[src/rtl/noc_pkg.sv]
// Shared router constants: port count, direction-code width and direction codes.
package noc_pkg;

    localparam int unsigned N_PORTS = 5;
    localparam int unsigned DIR_W   = 3;

    localparam logic [DIR_W-1:0] DIR_LOCAL = 3'd0;
    localparam logic [DIR_W-1:0] DIR_NORTH = 3'd1;
    localparam logic [DIR_W-1:0] DIR_EAST  = 3'd2;
    localparam logic [DIR_W-1:0] DIR_SOUTH = 3'd3;
    localparam logic [DIR_W-1:0] DIR_WEST  = 3'd4;

    typedef enum logic {StIdle, StBusy} out_state_e;

endpackage

[src/rtl/rr_arbiter.sv]
// Round-robin search: first requester after the pointer, wrapping modulo N.
module rr_arbiter #(
    parameter int unsigned N = 5,
    parameter int unsigned W = 3
) (
    input  logic [N-1:0] i_req,
    input  logic [W-1:0] i_ptr,
    output logic [N-1:0] o_gnt,
    output logic [W-1:0] o_idx,
    output logic         o_any
);

    int unsigned w_cand;

    always_comb begin
        o_gnt  = '0;
        o_idx  = '0;
        o_any  = 1'b0;
        w_cand = 0;
        for (int unsigned k = 1; k <= N; k++) begin
            w_cand = (32'(i_ptr) + k) % N;
            if (!o_any && i_req[w_cand]) begin
                o_any         = 1'b1;
                o_gnt[w_cand] = 1'b1;
                o_idx         = W'(w_cand);
            end
        end
    end

endmodule

[src/rtl/switch_allocator.sv]
// Per-output packet-lock switch allocator: round-robin lock on the head flit,
// held until the tail transfers.
module switch_allocator #(
    parameter int unsigned N_PORTS = noc_pkg::N_PORTS,
    parameter int unsigned DIR_W   = noc_pkg::DIR_W
) (
    input  logic                     clk,
    input  logic                     rst,
    input  logic [N_PORTS-1:0]       req_val,
    input  logic [N_PORTS*DIR_W-1:0] req_dir,
    input  logic [N_PORTS-1:0]       req_tail,
    input  logic [N_PORTS-1:0]       out_ready,
    output logic [N_PORTS-1:0]       grant,
    output logic [N_PORTS-1:0]       out_val,
    output logic [N_PORTS*DIR_W-1:0] out_sel,
    output logic                     dir_err
);

    noc_pkg::out_state_e r_state [N_PORTS];
    noc_pkg::out_state_e w_state_d [N_PORTS];
    logic [DIR_W-1:0]    r_owner [N_PORTS];
    logic [DIR_W-1:0]    w_owner_d [N_PORTS];
    logic [N_PORTS-1:0]  r_owner_oh [N_PORTS];
    logic [N_PORTS-1:0]  w_owner_oh_d [N_PORTS];
    logic [DIR_W-1:0]    r_ptr [N_PORTS];
    logic [DIR_W-1:0]    w_ptr_d [N_PORTS];
    logic                r_dir_err;

    logic [DIR_W-1:0]    w_dir [N_PORTS];
    logic [N_PORTS-1:0]  w_bad;
    logic [N_PORTS-1:0]  w_req [N_PORTS];
    logic [N_PORTS-1:0]  w_win_oh [N_PORTS];
    logic [DIR_W-1:0]    w_win_idx [N_PORTS];
    logic [N_PORTS-1:0]  w_win_any;
    logic [N_PORTS-1:0]  w_xfer;

    for (genvar g = 0; g < N_PORTS; g++) begin : g_port
        assign w_dir[g] = req_dir[g*DIR_W +: DIR_W];

        rr_arbiter #(
            .N (N_PORTS),
            .W (DIR_W)
        ) u_arb (
            .i_req (w_req[g]),
            .i_ptr (r_ptr[g]),
            .o_gnt (w_win_oh[g]),
            .o_idx (w_win_idx[g]),
            .o_any (w_win_any[g])
        );
    end

    // Inputs already holding a grant are masked so an input never owns two outputs.
    always_comb begin
        w_bad = '0;
        for (int i = 0; i < N_PORTS; i++) begin
            w_bad[i] = req_val[i] && (w_dir[i] >= DIR_W'(N_PORTS));
        end
        for (int o = 0; o < N_PORTS; o++) begin
            w_req[o] = '0;
            for (int i = 0; i < N_PORTS; i++) begin
                w_req[o][i] = req_val[i] && (w_dir[i] == DIR_W'(o)) && !grant[i];
            end
        end
    end

    always_ff @(posedge clk or posedge rst) begin
        if (rst) begin
            for (int o = 0; o < N_PORTS; o++) begin
                r_state[o]    <= noc_pkg::StIdle;
                r_owner[o]    <= '0;
                r_owner_oh[o] <= '0;
                r_ptr[o]      <= DIR_W'(N_PORTS - 1);
            end
            r_dir_err <= 1'b0;
        end else begin
            for (int o = 0; o < N_PORTS; o++) begin
                r_state[o]    <= w_state_d[o];
                r_owner[o]    <= w_owner_d[o];
                r_owner_oh[o] <= w_owner_oh_d[o];
                r_ptr[o]      <= w_ptr_d[o];
            end
            r_dir_err <= |w_bad;
        end
    end

    always_comb begin
        for (int o = 0; o < N_PORTS; o++) begin
            w_state_d[o]    = r_state[o];
            w_owner_d[o]    = r_owner[o];
            w_owner_oh_d[o] = r_owner_oh[o];
            w_ptr_d[o]      = r_ptr[o];
            unique case (r_state[o])
                noc_pkg::StIdle: begin
                    if (w_win_any[o]) begin
                        w_state_d[o]    = noc_pkg::StBusy;
                        w_owner_d[o]    = w_win_idx[o];
                        w_owner_oh_d[o] = w_win_oh[o];
                        w_ptr_d[o]      = w_win_idx[o];
                    end
                end
                noc_pkg::StBusy: begin
                    if (w_xfer[o] && req_tail[r_owner[o]]) begin
                        w_state_d[o] = noc_pkg::StIdle;
                    end
                end
                default: w_state_d[o] = noc_pkg::StIdle;
            endcase
        end
    end

    always_comb begin
        grant   = '0;
        out_val = '0;
        out_sel = '0;
        w_xfer  = '0;
        for (int o = 0; o < N_PORTS; o++) begin
            if (r_state[o] == noc_pkg::StBusy) begin
                grant                      = grant | r_owner_oh[o];
                w_xfer[o]                  = req_val[r_owner[o]] && out_ready[o];
                out_val[o]                 = w_xfer[o];
                out_sel[o*DIR_W +: DIR_W]  = r_owner[o];
            end
        end
    end

    assign dir_err = r_dir_err;

endmodule
[config.mk]
export PLATFORM = sky130hd
export DESIGN_NAME = switch_allocator
export DESIGN_NICKNAME = d
export VERILOG_FILES = /design/src/rtl/noc_pkg.sv /design/src/rtl/rr_arbiter.sv /design/src/rtl/switch_allocator.sv
export SDC_FILE = /design/constraint.sdc
export NUM_CORES = 1
export LEC_CHECK = 0
export CORE_AREA = 2 2 190 192
export CTS_BUF_LIST = sky130_fd_sc_hd__clkbuf_4 sky130_fd_sc_hd__clkbuf_8 sky130_fd_sc_hd__clkbuf_16
export DETAILED_ROUTE_END_ITERATION = 8
export DIE_AREA = 0 0 192 194
export PLACE_DENSITY = 0.58
export REMOVE_ABC_BUFFERS = 1
export SLEW_MARGIN = 10
export SYNTH_ARGS = -nofsm -noshare
export SYNTH_HDL_FRONTEND = slang
export SYNTH_SLANG_ARGS = --single-unit
export TNS_END_PERCENT = 50
[constraint.sdc]
create_clock -name clk -period 10.5 [get_ports clk]
set_input_delay 2.1 -clock clk [delete_from_list [all_inputs] [get_ports clk]]
set_output_delay 2.1 -clock clk [all_outputs]
set_load 0.01 [all_outputs]
==> metrics <==
status=complete, no violations; Die Ht=194 um; GPL Wtd Cong=0.986; Area Overhead vs Synth=5.08%; Hold/Removal Path Class=reg2reg; vias in the first global route=approximately 15000; Post-synth EDFFs=0; CTS tree=done; Core Area=approximately 35000 um2; Async S/R FF share, synth=1.00; CTS Root Cell=clkbuf_16; hold-fix buffers at CTS=0; max incr delay on CP=around 0.86 ns; CP arrival=7.04 ns; Initial DRC Count=1409; layout cell share with drive strength beyond 1=0.0802; Clk Latency, worst-skew pair=0.30 ns; maxcap violations=0; final wirelength=52.6 mm; overall routing resource usage=0.274; setup_tns=0 ns; Filler cells=~3600; DIE WIDTH=192 um; gate count of the mapped netlist=2202; row cnt=~70; slowest cell on the critical path=ha_1; DR vias/cell=around 6.4; first drt pass iteration count=7; Mean Syn Cell Area=between 7 and 8 um2; RSZ-0062 raised after global routing=no; yosys warns=0; minimum clock period=6.85 ns; required time of the critical path=10.69 ns; Main synth FF type=dfrtp_1; Die Area=37200 um2; Pins Over Slew Limit=0; initial antenna violation count=3; total grt overflow=0; dpl hpwl=40.8 mm; post-CTS setup buffers=0; synthesized area=16000 um2; Post-DRT Antenna Nets=0; Sinks on Clock Net=between 50 and 60; worst path cell trace=inv_1 -> ha_1 -> clkinv_1 -> ha_1 -> nor2_1 -> a21oi_1 -> xnor2_2 -> inv_1 -> ha_1 -> nor2b_1 -> o31ai_1 -> and3_1 -> a31oi_1 -> a31o_2 -> nand4b_1 -> o21bai_1 -> a21oi_1 -> a22o_1; Final period util=0.652; CTS resizes=0; crit-path max FO=21; Initial Util=0.453; Max Root-Sink Buffers=2; first-pass GRT wire length=~84 mm; Final Hold Fails=0; fmax=146 MHz; Final Net Count=2357; Max Clock Skew=between 0.01 and 0.015 ns; via count=16900; Setup CP Type=reg2reg; Multi-input gate area=between 10000 and 15000 um2; Synth area leader=ha_1; crit start category=flip-flop; I/O pin count=58; synthesized flop and latch total=51; CP most frequent cell=ha_1; register area share after synthesis=0.0804; slew margin rel.=0.266; Final setup violation count=0; Sequential Area=1280 um2; crit path capture type=flip-flop; cts bufs inserted=5; Slew @ Worst Pin=about 1.1 ns; largest cells by area after synthesis=ha_1 (13%), dfrtp_1 (7.2%), nand2_1 (4.5%); H-tree levels=2; pin count of the biggest net entering global routing=52; area share of the largest cell type after synthesis=0.131; drt drc=0; number of buffers added on ports=between 50 and 60; drt wl/cell=approximately 20 um; Yosys cell types=135; Clk pin slew, worst setup/hold paths=0.07 ns
==> cell families after synthesis <==
group                      count (synthesis)  share of synthesized area
AOI/OAI and AO/OA                        704                      0.319
xor gates and xnor gates                  56                     0.0352
adders and majority gates                172                      0.135
buffers and inverters                    262                     0.0722
DFF                                       51                     0.0804
muxes                                     90                     0.0679
and+or+nand+nor                          867                      0.291
==> synth_stat cells (11+ instances only) <==
cell type  instances
nand2_1          191
ha_1             167
nor2_1           166
a21oi_1          142
inv_1            124
o21ai_0          113
nand3_1           89
nor3_1            81
clkbuf_1          61
mux2i_1           58
a31oi_1           47
dfrtp_1           46
xnor2_1           46
a211oi_1          38
nand2b_1          38
o211ai_1          37
and2_1            35
and3_1            33
buf_2             33
nor4_1            27
nor2b_1           26
o22ai_1           22
o31ai_1           22
or3_1             21
nand4_1           19
o21a_1            19
or2_2             19
a21o_1            18
mux2_2            18
nor4bb_1          17
a22oi_1           16
a221oi_1          15
nor4b_1           15
buf_1             14
nand3b_1          14
nand4b_1          14
a22o_1            12
a32oi_1           12
a211o_1           11
mux4_2            11
o211a_1           11
==> flip-flops by register name, indices dropped and copies added, names as in the netlist <==
register / count
dir_err: 1
r_owner: 15
r_owner_oh: 25
r_ptr: 5
r_state: 5
==> layout make-up <==
cell class,instances,area share
Antenna cell,2,0.000299
Clock buffer,7,0.00836
Clock inverter,1,0.00179
Inverter,136,0.0305
Multi-Input combinational cell,1889,0.806
Sequential cell,51,0.0766
Tap cell,461,0.0344
Timing Repair Buffer,74,0.0417
==> worst max-delay path: cells and delay by family, from the launching register on <==
family | cells | cell delay, ns
compound gates | 7 | 2.12
xor+xnor | 1 | 0.30
fa+ha+maj | 3 | 1.53
buf+inv | 3 | 1.06
flops | 1 | 0.72
simple gates | 4 | 0.98
==> layout by cell type (no fill, tap or decap), types with 57 or more instances in the layout <==
master,netlist,final
inv_1,124,123
nand2_1,191,191
nor3_1,81,81
nor2_1,166,166
ha_1,167,167
clkdlybuf4s50_1,0,57
a21oi_1,142,142
nand3_1,89,89
mux2i_1,58,58
o21ai_0,113,113
==> per-layer routing <==
metal | routed length [um] | up-vias | global-route usage
li1 | - | 8234 | -
met1 | 25000 | 8077 | 0.397
met2 | 23700 | 517 | 0.436
met3 | 2770 | 72 | 0.0281
met4 | 1150 | 2 | 0.0605
met5 | 18 | - | 0
==> per-stage QoR <==
stage / hold WS, ns / setup slack (ns) / instance area, um2 / instances / utilization
final: 0.534 / 3.65 / 16800 / 2621 / 0.476
after global routing: 0.542 / 3.01 / 16800 / 2620 / 0.476
after CTS: 0.532 / 3.74 / 16800 / 2619 / 0.476
after detailed placement: 0.512 / 3.82 / 16600 / 2611 / 0.471
after global placement: 0.512 / 3.94 / 16600 / 2611 / 0.471
after floorplan: 0.456 / 4.43 / 15300 / 2076 / -
==> worst paths after layout <==
check | startpoint | end | slack, ns | cells past startpoint
max in group asynchronous | rst | r_owner[6] | 7.62 | 3
min reg2reg | r_owner_oh[13] | r_owner_oh[13] | 0.53 | 1
min | r_owner_oh[13] | r_owner_oh[13] | 0.53 | 1
max | r_owner[1] | r_owner[0] | 3.65 | 18
min in group asynchronous | rst | r_owner[0] | 2.39 | 3
max reg2reg | r_owner[1] | r_owner[0] | 3.65 | 18
Power is not shown: default switching activity piles up to over one toggle a cycle in this logic, so the estimate is an artifact.
